## src/rtl/nv_rf4x128_fifo_ctl.sv

```systemverilog
//------------------------------------------------------------------------------
// nv_rf4x128_fifo_ctl
//
// Purpose: flow-control sequencer that turns an external 4 x 128-bit two-port
// register-file RAM into an 8-deep valid/ready FIFO. The RAM read path is two
// registered stages (re = address register, ore = output register). A 4-entry
// flop skid buffer absorbs that latency so the consumer can pop every cycle.
//
// Ports:
//   nvdla_core_clk   in   sole clock
//   nvdla_core_rstn  in   synchronous active-low reset
//   wr_pvld/wr_prdy  in/out producer handshake, wr_pd = 128-bit payload
//   rd_pvld/rd_prdy  out/in consumer handshake, rd_pd = skid head
//   ram_we/ram_wa/ram_di      RAM write port
//   ram_re/ram_ra             RAM read-address register enable / address
//   ram_ore                   RAM output register enable
//   ram_dout         in   RAM registered read data
//   fifo_cnt         out  entries held (0..8)
//   fifo_idle        out  nothing held and no read in flight
//
// Build option: define NV_RF4X128_FIFO_BYPASS_EN to let a write go straight
// into the skid buffer when the RAM and the read pipeline are empty.
//------------------------------------------------------------------------------
module nv_rf4x128_fifo_ctl (
   input  logic         nvdla_core_clk,
   input  logic         nvdla_core_rstn,
   input  logic         wr_pvld,
   output logic         wr_prdy,
   input  logic [127:0] wr_pd,
   output logic         rd_pvld,
   input  logic         rd_prdy,
   output logic [127:0] rd_pd,
   output logic         ram_we,
   output logic [1:0]   ram_wa,
   output logic [127:0] ram_di,
   output logic         ram_re,
   output logic [1:0]   ram_ra,
   output logic         ram_ore,
   input  logic [127:0] ram_dout,
   output logic [3:0]   fifo_cnt,
   output logic         fifo_idle
);

   localparam int DATA_W = 128;

   logic [1:0]        wptr_q, wptr_d;
   logic [1:0]        rptr_q, rptr_d;
   logic [2:0]        ram_used_q, ram_used_d;   // slots written, not yet past O
   logic [2:0]        unissued_q, unissued_d;   // slots written, read not yet issued
   logic              o_vld_q, o_vld_d;         // a word is in its O cycle
   logic              l_vld_q, l_vld_d;         // a word is in its L cycle
   logic [1:0]        skid_head_q, skid_head_d;
   logic [1:0]        skid_tail_q, skid_tail_d;
   logic [2:0]        skid_cnt_q, skid_cnt_d;
   logic [DATA_W-1:0] skid_mem_q [4];
   logic [DATA_W-1:0] skid_mem_d [4];

   logic              wr_acc;
   logic              bypass;
   logic              ram_wr;
   logic              issue;
   logic              pop;
   logic              push;
   logic [DATA_W-1:0] push_data;
   logic [2:0]        credit_used;

   always_comb begin
      // Registered state only: keeps the producer ready path free of rd_prdy.
      wr_prdy = nvdla_core_rstn && (ram_used_q < 3'd4);
      wr_acc  = wr_pvld && wr_prdy;

`ifdef NV_RF4X128_FIFO_BYPASS_EN
      // Safe for ordering: nothing older can be sitting in RAM or in flight.
      bypass = wr_acc && (ram_used_q == 3'd0) && !o_vld_q && !l_vld_q &&
               (skid_cnt_q < 3'd4);
`else
      bypass = 1'b0;
`endif
      ram_wr = wr_acc && !bypass;

      // Every word in O or L already owns a skid slot; issuing reserves one
      // more, so the skid buffer can never be overrun when data lands.
      credit_used = skid_cnt_q + {2'b00, o_vld_q} + {2'b00, l_vld_q};
      issue       = (unissued_q != 3'd0) && (credit_used < 3'd4);

      rd_pvld   = (skid_cnt_q != 3'd0);
      pop       = rd_pvld && rd_prdy;
      push      = l_vld_q || bypass;
      push_data = l_vld_q ? ram_dout : wr_pd;
   end

   always_comb begin
      wptr_d      = wptr_q + {1'b0, ram_wr};
      rptr_d      = rptr_q + {1'b0, issue};
      // Slot is released in its O cycle; a same-cycle write may reuse it
      // because ore captures the old data on the edge that commits the write.
      ram_used_d  = ram_used_q + {2'b00, ram_wr} - {2'b00, o_vld_q};
      unissued_d  = unissued_q + {2'b00, ram_wr} - {2'b00, issue};
      o_vld_d     = issue;
      l_vld_d     = o_vld_q;
      skid_head_d = skid_head_q + {1'b0, pop};
      skid_tail_d = skid_tail_q + {1'b0, push};
      skid_cnt_d  = skid_cnt_q + {2'b00, push} - {2'b00, pop};
      skid_mem_d  = skid_mem_q;
      if (push) begin
         skid_mem_d[skid_tail_q] = push_data;
      end
   end

   always_ff @(posedge nvdla_core_clk) begin
      if (!nvdla_core_rstn) begin
         wptr_q      <= 2'd0;
         rptr_q      <= 2'd0;
         ram_used_q  <= 3'd0;
         unissued_q  <= 3'd0;
         o_vld_q     <= 1'b0;
         l_vld_q     <= 1'b0;
         skid_head_q <= 2'd0;
         skid_tail_q <= 2'd0;
         skid_cnt_q  <= 3'd0;
      end else begin
         wptr_q      <= wptr_d;
         rptr_q      <= rptr_d;
         ram_used_q  <= ram_used_d;
         unissued_q  <= unissued_d;
         o_vld_q     <= o_vld_d;
         l_vld_q     <= l_vld_d;
         skid_head_q <= skid_head_d;
         skid_tail_q <= skid_tail_d;
         skid_cnt_q  <= skid_cnt_d;
      end
   end

   // Payload storage carries no reset; validity comes from skid_cnt_q.
   always_ff @(posedge nvdla_core_clk) begin
      skid_mem_q <= skid_mem_d;
   end

   always_comb begin
      ram_we    = ram_wr;
      ram_wa    = wptr_q;
      ram_di    = wr_pd;
      ram_re    = issue;
      ram_ra    = rptr_q;
      ram_ore   = o_vld_q;
      rd_pd     = skid_mem_q[skid_head_q];
      // Words in O are still counted in ram_used; words in L are counted here.
      fifo_cnt  = {1'b0, ram_used_q} + {3'b000, l_vld_q} + {1'b0, skid_cnt_q};
      fifo_idle = (fifo_cnt == 4'd0) && !o_vld_q && !l_vld_q;
   end

endmodule

```

## config.mk

```make
export PLATFORM = sky130hd
export DESIGN_NAME = nv_rf4x128_fifo_ctl
export DESIGN_NICKNAME = d
export VERILOG_FILES = /design/src/rtl/nv_rf4x128_fifo_ctl.sv
export SDC_FILE = /design/constraint.sdc
export NUM_CORES = 1
export LEC_CHECK = 0
export ABC_AREA = 1
export BUFFER_PORTS_ARGS = -buffer_cell sky130_fd_sc_hd__buf_2
export CORE_UTILIZATION = 45
export DETAILED_ROUTE_END_ITERATION = 7
export HOLD_SLACK_MARGIN = 0.12
export MAX_ROUTING_LAYER = met4
export PLACE_DENSITY = 0.71
export SKIP_CTS_REPAIR_TIMING = 1
export SLEW_MARGIN = 20
export SYNTH_ARGS = -nofsm -noshare
export SYNTH_HDL_FRONTEND = slang
export SYNTH_SLANG_ARGS = --single-unit
```

## constraint.sdc

```tcl
create_clock -name nvdla_core_clk -period 25.7 [get_ports nvdla_core_clk]
set_input_delay 5.14 -clock nvdla_core_clk [delete_from_list [all_inputs] [get_ports nvdla_core_clk]]
set_output_delay 5.14 -clock nvdla_core_clk [all_outputs]
set_load 0.02 [all_outputs]
```

==> flow_summary.toml <==
[run_status]
result_of_the_run = "complete, no violations"

[floorplanning]
dieHeight_um = 227
floorplan.die.width_um = 227
number_of_rows_in_the_core_area = 81
start_util_pct = 46.0
ioPinCount = 530
die_area_sq_mm = 0.0513
core-area_sq_mm = 0.0494

[setup_path]
cp_data_required_time_ns = 20.56
critical_path.endpoint_type = "primary output"
slowest_cell_delay_on_critical_path_ns = 0.52
r2r.worst_path.cells = 4
ff2ff_setup_slack_ns = 22.22
cp-start-kind = "primary input"
timing.setup.critical_path_class = "in -> out"
worstSetupStartpoint = "nvdla_core_rstn"
data_arrival_critical_path_ns = 6.42
cp_cell_sequence = "buf_2 -> clkinv_1 -> nor3b_1 -> buf_2"
critical_path.max_fanout = 13
critical-path-top-cell-by-count = "buf_2"
reg2reg_from = "l_vld_q"
critPathCapture = "ram_we"
r2r_end = "skid_mem_q[362]"
crit_slowest_cell = "nor3b_1"

[timing]
timing.hold.ws_ns = 0.502
max_slew.worst_pin.slew_ns = 1.18
timing.final.crit_period_ns = 11.56
finalSetupViolCount = 0
finClkSkew_ns = 0.0187
hold_viol = 0
rsz_0062_raised_after_global_routing = "false"
fmax_mhz = 86.5
finalSetupTns_ns = 0
fin_ws_ns = 14.14
slew_headroom_pct = 21.2
drv_slew = 0
fin_crit_sh_pct = 45.0

[finish]
layout-area-overhead-vs-synth_pct = 17.0
register_area_sq_mm = 0.0158
num_antenna_cells = 0
area_taken_by_multi_input_logic_gates_sq_mm = 0.00530
fillCellCount = 4142
nNetsFinal = 2546
final_layout_size_suffix_gt1_share_pct = 29.1

[synthesis]
post_synth_and_or_nand_nor_area_fraction_pct = 11.5
postSynthAreaPerCell_sq_um = 11.9
yosys-mux-area-fraction_pct = 0
synth-seq-cells = 531
dominant_combinational_cell_family_by_area_after_synthesis = "simple AND/OR/NAND/NOR gates"
yosys.area_share.xor_xnor_pct = 0.270
synth_sequential_area_ratio_pct = 69.4
synth.cell_area_sq_mm = 0.0227
syn_inst = 1908
synthDistinctLibCells = 29
synth-adder-area-share_pct = 1.05
synth_warnings = 0
synth-compound-area-share_pct = 10.4
synth_net_count = 2184

[grt]
globalRoute.totalOverflow = 0
grt_max_degree = 167
grt_pass1_wl_um = 78300
track_usage_pct = 20.4
first_global_vias = 14700
antenna_found_initial = 0

[clock_network]
ctsHtreeMaxLevel = 2
clock_sinks = 531
clock-root-buffer = "clkbuf_16"
clk-insertion-delay-late_ns = 0.58
maximum_clock_path_buffer_count = 3
clock_tree_from_tritoncts = "yes"
tritoncts.num_buffers = 54
worst_setup_hold_path_clk_slew_ns = 0.06

[detailed_routing]
drt_first_iter_violations = 1059
dr.pass1.iters = 5
route.met3.wl_um = 3070
drt-vias-per-instance = 5.19
postRouteAntennaNets = 0
metal1_wirelength_um = 21400
final_routed_drc_violation_total = 0
wl_um = 52700
met2_wirelength_um = 26900
num_vias = 15500
topRoutingLayerUsed = "met4"
routedWlPerCell_um = 17.7

[place]
placement.setup.worst_slack_ns = 14.11
place.detailed.hpwl_um = 32100
numPortBuffers = 529
finalWeightedCongestion = 0.790

[power]
power.density_cell_area_mw_per_mm2 = 103
ir_drop_uv = 66.2
switching_power_uw = 982
pwr-share-clk_pct = 27.6
comb_power_share_pct = 32.5
total_leakage_power_uw = 0.0105
pwr-share-seq_pct = 39.9
cellInternalPower_uw = 1740
power_switching_share_pct = 36.1

[worst_hold_path]
holdCritPathClass = "reg -> reg"

[run]
max_cap_viol_count = 0
==> registers in the layout (all words and copies together), names as in the netlist <==
name         cells
skid_mem_q     512
ram_used_q       3
skid_cnt_q       3
unissued_q       3
ram_ra           2
ram_wa           2
skid_head_q      2
skid_tail_q      2
l_vld_q          1
ram_ore          1
==> worst min path at each step <==
stage	start	end	cells past startpoint
after floorplan	ram_used_q[2]	ram_used_q[2]	1
after global placement	ram_ra[0]	ram_ra[0]	2
after detailed placement	ram_used_q[2]	ram_used_q[2]	1
after CTS	ram_used_q[2]	ram_used_q[2]	1
after global routing	ram_ra[0]	ram_ra[0]	2
final	ram_used_q[2]	ram_used_q[2]	1
==> power groups by stage <==
stage / logic [uW] / clock network, uW / registers (uW)
after floorplan: 632 / 0 / 1090
after global placement: 867 / 0 / 1100
after detailed placement: 892 / 0 / 1110
after CTS: 894 / 766 / 1090
after global routing: 964 / 800 / 1090
final: 883 / 751 / 1090
==> synthesized netlist by cell type <==
cell	number	area share [%]
a21oi_1	5	0.11
and2_1	1	0.028
buf_1	9	0.15
buf_2	48	1.1
buf_4	129	4.3
buf_6	10	0.50
clkbuf_1	45	0.74
clkinv_1	1	0.017
dfxtp_1	19	1.7
edfxtp_1	512	68
fa_1	5	0.44
ha_1	11	0.61
inv_1	28	0.46
inv_2	3	0.050
inv_4	1	0.028
nand2_1	409	6.8
nand3_1	4	0.088
nand4_1	2	0.055
nor2_1	264	4.4
nor3_1	4	0.088
nor3b_1	1	0.033
nor4_1	1	0.028
o21ai_0	145	3.2
o21ai_1	113	2.5
o22ai_1	88	2.4
o22ai_2	40	2.2
or2_1	3	0.083
xnor2_1	4	0.15
xor2_1	3	0.12
==> logic make-up (layout without fill, tap and decap cells) <==
kind of cell / after synthesis / in the layout
and+or+nand+nor: 689 / 689
AOI/OAI and AO/OA: 391 / 391
adders and majority gates: 16 / 16
buffers and inverters: 274 / 682
xor gates and xnor gates: 7 / 7
DFF: 531 / 531
==> cell usage in the layout (no fill, tap or decap), types with 28 or more instances in the layout <==
cell type	Yosys	routed
o22ai_1	88	88
nand2_1	409	409
o21ai_1	113	113
nor2_1	264	264
inv_1	28	28
o22ai_2	40	40
o21ai_0	145	145
edfxtp_1	512	512
buf_2	48	529
clkbuf_16	0	57
==> worst max-delay path: cells and delay by family <==
kind | cells | cell delay, ns
buffers and inverters | 3 | 0.75
AND/OR/NAND/NOR | 1 | 0.52
==> per-layer routing <==
metal  up-vias  track usage [%]
li1       7323                -
met1      7544             24.8
met2       532             34.7
met3        81             3.58
met4         0             6.73
met5         -                -
==> per-stage QoR <==
stage          cells  area (sq um)  utilization (%)  total power (uW)
2_1_floorplan   1908         22700                -              1720
3_3_place_gp    2878         24800             50.3              1970
3_5_place_dp    2878         24800             50.3              2000
4_1_cts         2980         26500             53.8              2750
5_1_grt         2980         26500             53.8              2860
6_report        2980         26500             53.8              2720
==> final cells by class <==
cell class	count	share of cell area, %
flip-flops and latches	531	59.4
multi-input cells	1103	20.0
repair buffers	547	10.5
clock buffers	70	5.60
well taps	664	3.13
clock inverters	32	0.900
inverters	33	0.514
(Power assumes the default switching activity.)
